### src/rtl/four_bit_mux_pkg.sv
// Shared types and constants for the four_bit_mux_arbiter block.
//   state_t     : arbiter FSM state encoding
//   out_word_t  : payload held in the output register (source index + word)
//   DATA_W      : datapath word width
//   STAT_W      : width of the optional per-requester transfer counters
//   grant_onehot: maps an FSM state onto the one-hot grant vector
package four_bit_mux_pkg;

    localparam int unsigned DATA_W = 4;
    localparam int unsigned STAT_W = 8;

    typedef enum logic [1:0] {
        IDLE   = 2'd0,
        GRANT0 = 2'd1,
        GRANT1 = 2'd2
    } state_t;

    typedef struct packed {
        logic              src;
        logic [DATA_W-1:0] data;
    } out_word_t;

    function automatic logic [1:0] grant_onehot(input state_t s);
        logic [1:0] g;
        g = 2'b00;
        if (s == GRANT0) g = 2'b01;
        if (s == GRANT1) g = 2'b10;
        return g;
    endfunction

endpackage : four_bit_mux_pkg

### src/rtl/four_bit_2x1_mux.sv
// Combinational 4-bit 2:1 multiplexer.
//   a, b : candidate words (a chosen when sel = 0)
//   sel  : select
//   y_c  : selected word (combinational)
module four_bit_2x1_mux
    import four_bit_mux_pkg::*;
(
    input  logic [DATA_W-1:0] a,
    input  logic [DATA_W-1:0] b,
    input  logic              sel,
    output logic [DATA_W-1:0] y_c
);

    assign y_c = sel ? b : a;

endmodule : four_bit_2x1_mux

### src/rtl/four_bit_mux_arbiter.sv
// Round-robin arbiter/sequencer for the shared 4-bit 2:1 mux datapath.
// Two valid/ready requesters are granted one at a time, each for at most
// BURST_LEN consecutive transfers, and the selected word is registered into a
// single output stage with its own valid/ready handshake.
//   clk, rst_n              : clock, asynchronous active-low reset
//   in0_valid/data/ready    : requester 0 handshake (ready is combinational)
//   in1_valid/data/ready    : requester 1 handshake (ready is combinational)
//   out_valid/data/src      : registered output word and its requester index
//   out_ready               : consumer accepts out_data
//   grant                   : one-hot current grant, 00 when idle
// Optional: define MUX_ARB_STATS_EN to add xfer_cnt0/xfer_cnt1, saturating
// per-requester transfer counters.
module four_bit_mux_arbiter
    import four_bit_mux_pkg::*;
#(
    parameter int unsigned BURST_LEN = 4
) (
    input  logic              clk,
    input  logic              rst_n,
    input  logic              in0_valid,
    input  logic [DATA_W-1:0] in0_data,
    output logic              in0_ready,
    input  logic              in1_valid,
    input  logic [DATA_W-1:0] in1_data,
    output logic              in1_ready,
    output logic              out_valid,
    output logic [DATA_W-1:0] out_data,
    output logic              out_src,
    input  logic              out_ready,
    output logic [1:0]        grant
`ifdef MUX_ARB_STATS_EN
    ,
    output logic [STAT_W-1:0] xfer_cnt0,
    output logic [STAT_W-1:0] xfer_cnt1
`endif
);

    localparam int unsigned CNT_W = 4;
    localparam logic [CNT_W-1:0] CNT_LAST = CNT_W'(BURST_LEN - 1);

    state_t            state, state_n;
    logic [CNT_W-1:0]  burst_cnt, burst_n;
    logic              last_grant, last_n;
    out_word_t         out_q;
    logic [DATA_W-1:0] mux_y;
    logic              sel, stall, cur_valid, oth_valid, xfer;

    // Datapath select follows the FSM directly.
    assign sel = (state == GRANT1);

    four_bit_2x1_mux u_mux (
        .a   (in0_data),
        .b   (in1_data),
        .sel (sel),
        .y_c (mux_y)
    );

    // A full output register that is not being drained blocks all transfers.
    assign stall     = out_valid && !out_ready;
    assign in0_ready = (state == GRANT0) && !stall;
    assign in1_ready = (state == GRANT1) && !stall;
    assign cur_valid = sel ? in1_valid : in0_valid;
    assign oth_valid = sel ? in0_valid : in1_valid;
    assign xfer      = (state != IDLE) && cur_valid && !stall;

    assign out_data = out_q.data;
    assign out_src  = out_q.src;

    // State, burst counter, last-grant and registered grant vector.
    always_ff @(posedge clk or negedge rst_n) begin
        if (!rst_n) begin
            state      <= IDLE;
            burst_cnt  <= '0;
            last_grant <= 1'b1;
            grant      <= 2'b00;
        end else begin
            state      <= state_n;
            burst_cnt  <= burst_n;
            last_grant <= last_n;
            grant      <= grant_onehot(state_n);
        end
    end

    // Next-state: round-robin on ties, release on idle requester or full burst.
    always_comb begin
        state_n = state;
        burst_n = burst_cnt;
        last_n  = last_grant;
        case (state)
            IDLE: begin
                burst_n = '0;
                if (in0_valid && in1_valid) begin
                    state_n = last_grant ? GRANT0 : GRANT1;
                end else if (in0_valid) begin
                    state_n = GRANT0;
                end else if (in1_valid) begin
                    state_n = GRANT1;
                end
            end
            GRANT0, GRANT1: begin
                if (!cur_valid || (xfer && (burst_cnt == CNT_LAST))) begin
                    burst_n = '0;
                    if (oth_valid) begin
                        state_n = sel ? GRANT0 : GRANT1;
                    end else if (cur_valid) begin
                        state_n = state;
                    end else begin
                        state_n = IDLE;
                    end
                end else if (xfer) begin
                    burst_n = burst_cnt + CNT_W'(1);
                end
            end
            default: begin
                state_n = IDLE;
                burst_n = '0;
            end
        endcase
        if (state_n == GRANT0) last_n = 1'b0;
        if (state_n == GRANT1) last_n = 1'b1;
    end

    // Output stage: a new word always wins over a drain in the same cycle.
    always_ff @(posedge clk or negedge rst_n) begin
        if (!rst_n) begin
            out_valid <= 1'b0;
            out_q     <= '0;
        end else if (xfer) begin
            out_valid  <= 1'b1;
            out_q.data <= mux_y;
            out_q.src  <= sel;
        end else if (out_ready) begin
            out_valid <= 1'b0;
        end
    end

`ifdef MUX_ARB_STATS_EN
    // Saturating per-requester transfer counters.
    always_ff @(posedge clk or negedge rst_n) begin
        if (!rst_n) begin
            xfer_cnt0 <= '0;
            xfer_cnt1 <= '0;
        end else if (xfer) begin
            if (!sel && (xfer_cnt0 != '1)) xfer_cnt0 <= xfer_cnt0 + STAT_W'(1);
            if (sel && (xfer_cnt1 != '1))  xfer_cnt1 <= xfer_cnt1 + STAT_W'(1);
        end
    end
`endif

endmodule : four_bit_mux_arbiter

### config.mk
export PLATFORM = sky130hd
export DESIGN_NAME = four_bit_mux_arbiter
export DESIGN_NICKNAME = d
export VERILOG_FILES = /design/src/rtl/four_bit_mux_pkg.sv /design/src/rtl/four_bit_2x1_mux.sv /design/src/rtl/four_bit_mux_arbiter.sv
export SDC_FILE = /design/constraint.sdc
export NUM_CORES = 1
export LEC_CHECK = 0
export BUFFER_PORTS_ARGS = -buffer_cell sky130_fd_sc_hd__buf_2
export CORE_MARGIN = 5
export CORE_UTILIZATION = 55
export CTS_CLUSTER_SIZE = 30
export DETAILED_ROUTE_END_ITERATION = 6
export GPL_TIMING_DRIVEN = 0
export HOLD_SLACK_MARGIN = 0.08
export PLACE_DENSITY = 0.81
export SKIP_CTS_REPAIR_TIMING = 1
export SLEW_MARGIN = 20
export SYNTH_ARGS = -nofsm -noshare
export SYNTH_HDL_FRONTEND = slang
export SYNTH_SLANG_ARGS = --single-unit
### constraint.sdc
create_clock -name clk -period 7.8 [get_ports clk]
set_clock_uncertainty 0.2 [all_clocks]
set_input_delay 1.56 -clock clk [delete_from_list [all_inputs] [get_ports clk]]
set_output_delay 1.56 -clock clk [all_outputs]
set_load 0.02 [all_outputs]
==> metrics.txt <==
outcome=finished, final reports clean; maximum fanout along the worst path=8; maximum vdd drop=0.184 mV; prevailing post-synth register cell=sky130_fd_sc_hd__dfrtp_1; area share of the largest cell type after synthesis=39.3%; Vias=751; total routing resource utilization after global routing=16.0%; number of inserted diodes=0; maximum clock frequency=250 MHz; I/O Pins=23; routed via count divided by cell count=5.69; final period demand of the worst path=4.01 ns; actual transition at the worst max-transition pin=0.387 ns; Synthesis Warnings=0; RSZ-0062 raised after global routing=false; cell count of the worst reg-to-reg path=10; Worst setup startpoint=out_ready; overall die area=0.00253 mm2; DRC Markers=0; final WL=1.76 mm; Final Hold Fails=0; Tcrit/Tclk final=51.4%; Synth Register Bits=15; Endpoint, Worst Hold=out_data[1]; ratio of cells with drive above 1 in the final layout=25.9%; violation count after the first detailed-route iteration=18; setup violation total in the final timing report=0; area of the mapped netlist=892 um2; share of synthesized area occupied by flip-flops and latches=42.2%; HPWL reported at the end of detailed placement=1.36 mm; Synth Instances=91; number of slew-limit violations in the final report=0; normalized max-slew margin=74.1%; H-tree depth=1; classification of the worst setup path=in2out; EDFF count, synth=0; share of synthesized flip-flops with an asynchronous set or reset=100%; post-layout worst setup margin=3.79 ns; post-synthesis cell type count=34; Critical Path Source Type=input port; maximum buffer depth of the clock tree=2; worst hold path stage count=2; pin count of the biggest net entering global routing=16; antenna violations before repair=0; average footprint of a synthesized cell=9.80 um2; element type at the critical path end=output pin; Final TNS setup=0 ns; critical path arrival=2.25 ns; CTS tree=done; number of nets in the final layout=137; clock insertion delay at the later pin of the skew report=0.28 ns; final weighted congestion of routability-driven global placement=0.798; Max-cap violations=0; worst reg2reg path startpoint=state[0]; worst hold path startpoint=out_data[1]; Power Density=358 mW/mm2; top area cells in the synthesized netlist=sky130_fd_sc_hd__dfrtp_1 (39%), sky130_fd_sc_hd__ha_1 (9.8%), sky130_fd_sc_hd__mux2i_1 (4.5%); standard cell core area=0.00152 mm2; worst setup slack after placement=3.79 ns; total iterations of the first detailed-routing run=4; number of global-route vias before repair=770; number of buffers added by the clock tree synthesis step=3; synth-to-layout area growth=17.0%; clock slew at the register clock pins of the worst setup and hold paths=0.09 ns; classification of the worst-slack hold path=reg2reg; Port Buffer Count=21; # clock sinks=15; routed wirelength normalized by instance count=13.3 um; endpoint of the most critical register-to-register path=last_grant; root buf cell=sky130_fd_sc_hd__clkbuf_4; DIE WIDTH=50.3 um; cell row count=14; static leakage=0.495 nW; Fillers=121; nets in the synthesized netlist=111; Crit path required time=6.04 ns; flop-to-flop setup slack=4.82 ns; post-route ant nets=0; gr ovfl total=0; DIE HEIGHT=50.3 um; post-synth top area cell=sky130_fd_sc_hd__dfrtp_1; wire length of the first global-routing pass=3.22 mm; starting density of the core=58.5%
## area by class of cell
class	instances	area (um2)	share of cell area (%)
multi-input cells	67	473	45.3
flip-flops and latches	15	377	36.1
repair buffers	21	105	10.1
plain buffers	5	27.5	2.64
clock buffers	4	26.3	2.52
well taps	16	20.0	1.92
inverters	4	15.0	1.44
## logic make-up after synthesis
family / synth area share (%)
buf+inv: 4.77
fa+ha+maj: 9.82
simple gates: 18.8
compound gates: 16.1
xor+xnor: 0.982
flops: 42.2
mux: 7.29
## worst max-delay path by stage
stage | to | slack, ns | cells after the start
after floorplan | in0_ready | 3.98 | 3
after global placement | in1_ready | 3.80 | 5
after detailed placement | in1_ready | 3.79 | 5
after CTS | in1_ready | 3.79 | 5
after global routing | in0_ready | 3.67 | 5
final | in1_ready | 3.79 | 5
## cell usage in the layout (no fill, tap or decap), types with 2 or more instances in the layout
| master | netlist | routed |
|---|---|---|
| sky130_fd_sc_hd__a21oi_1 | 3 | 3 |
| sky130_fd_sc_hd__a31oi_1 | 2 | 2 |
| sky130_fd_sc_hd__buf_2 | 1 | 22 |
| sky130_fd_sc_hd__clkbuf_1 | 3 | 4 |
| sky130_fd_sc_hd__clkbuf_4 | 0 | 3 |
| sky130_fd_sc_hd__dfrtp_1 | 14 | 14 |
| sky130_fd_sc_hd__ha_1 | 7 | 7 |
| sky130_fd_sc_hd__inv_1 | 4 | 4 |
| sky130_fd_sc_hd__mux2i_1 | 4 | 4 |
| sky130_fd_sc_hd__nand2_1 | 8 | 8 |
| sky130_fd_sc_hd__nand2b_1 | 4 | 4 |
| sky130_fd_sc_hd__nand3_1 | 3 | 3 |
| sky130_fd_sc_hd__nor2_1 | 4 | 4 |
| sky130_fd_sc_hd__nor2b_1 | 4 | 4 |
| sky130_fd_sc_hd__o21ai_0 | 8 | 8 |
| sky130_fd_sc_hd__o41ai_1 | 2 | 2 |
| sky130_fd_sc_hd__or3_1 | 2 | 2 |
## sequential cells by signal (all words and copies together) (netlist names)
register	count
out_src	1
grant	2
out_data	4
state	2
burst_cnt	4
last_grant	1
out_valid	1
## power breakdown
part           switching, mW  internal (mW)  total [mW]
combinational          0.123         0.0836       0.207
clock                 0.0247         0.0199      0.0446
sequential            0.0156          0.106       0.122
total                  0.163          0.210       0.373
## layer usage
layer	track usage, %	wire, um
met1	20.5	812
met2	25.7	803
met3	3.85	118
met4	6.55	23
met5	0	0
## through the flow
step	area, um2	std cells	power [mW]	utilization, %	hold WS (ns)
floorplan	892	91	0.273	-	0.318
global placement	1020	128	0.321	66.7	0.262
detailed placement	1020	128	0.330	66.7	0.266
CTS	1040	132	0.375	68.5	0.287
global route	1040	132	0.405	68.5	0.304
finish	1040	132	0.373	68.5	0.287
## cell usage after synthesis, drive strengths merged, types with 3 or more instances
| cell type | number |
|---|---|
| nor2 | 4 |
| nand2 | 8 |
| ha | 7 |
| o21ai | 8 |
| nand2b | 4 |
| dfrtp | 14 |
| a21oi | 3 |
| nor2b | 4 |
| mux2i | 5 |
| nand3 | 3 |
| clkbuf | 3 |
| inv | 4 |
## critical path, stage by stage
cell and delay, ns:
sky130_fd_sc_hd__buf_2 0.10, sky130_fd_sc_hd__nor2b_1 0.09, sky130_fd_sc_hd__clkbuf_1 0.26, sky130_fd_sc_hd__nor2_1 0.08
sky130_fd_sc_hd__buf_2 0.16
No activity file was read; power rests on OpenSTA's default activity.
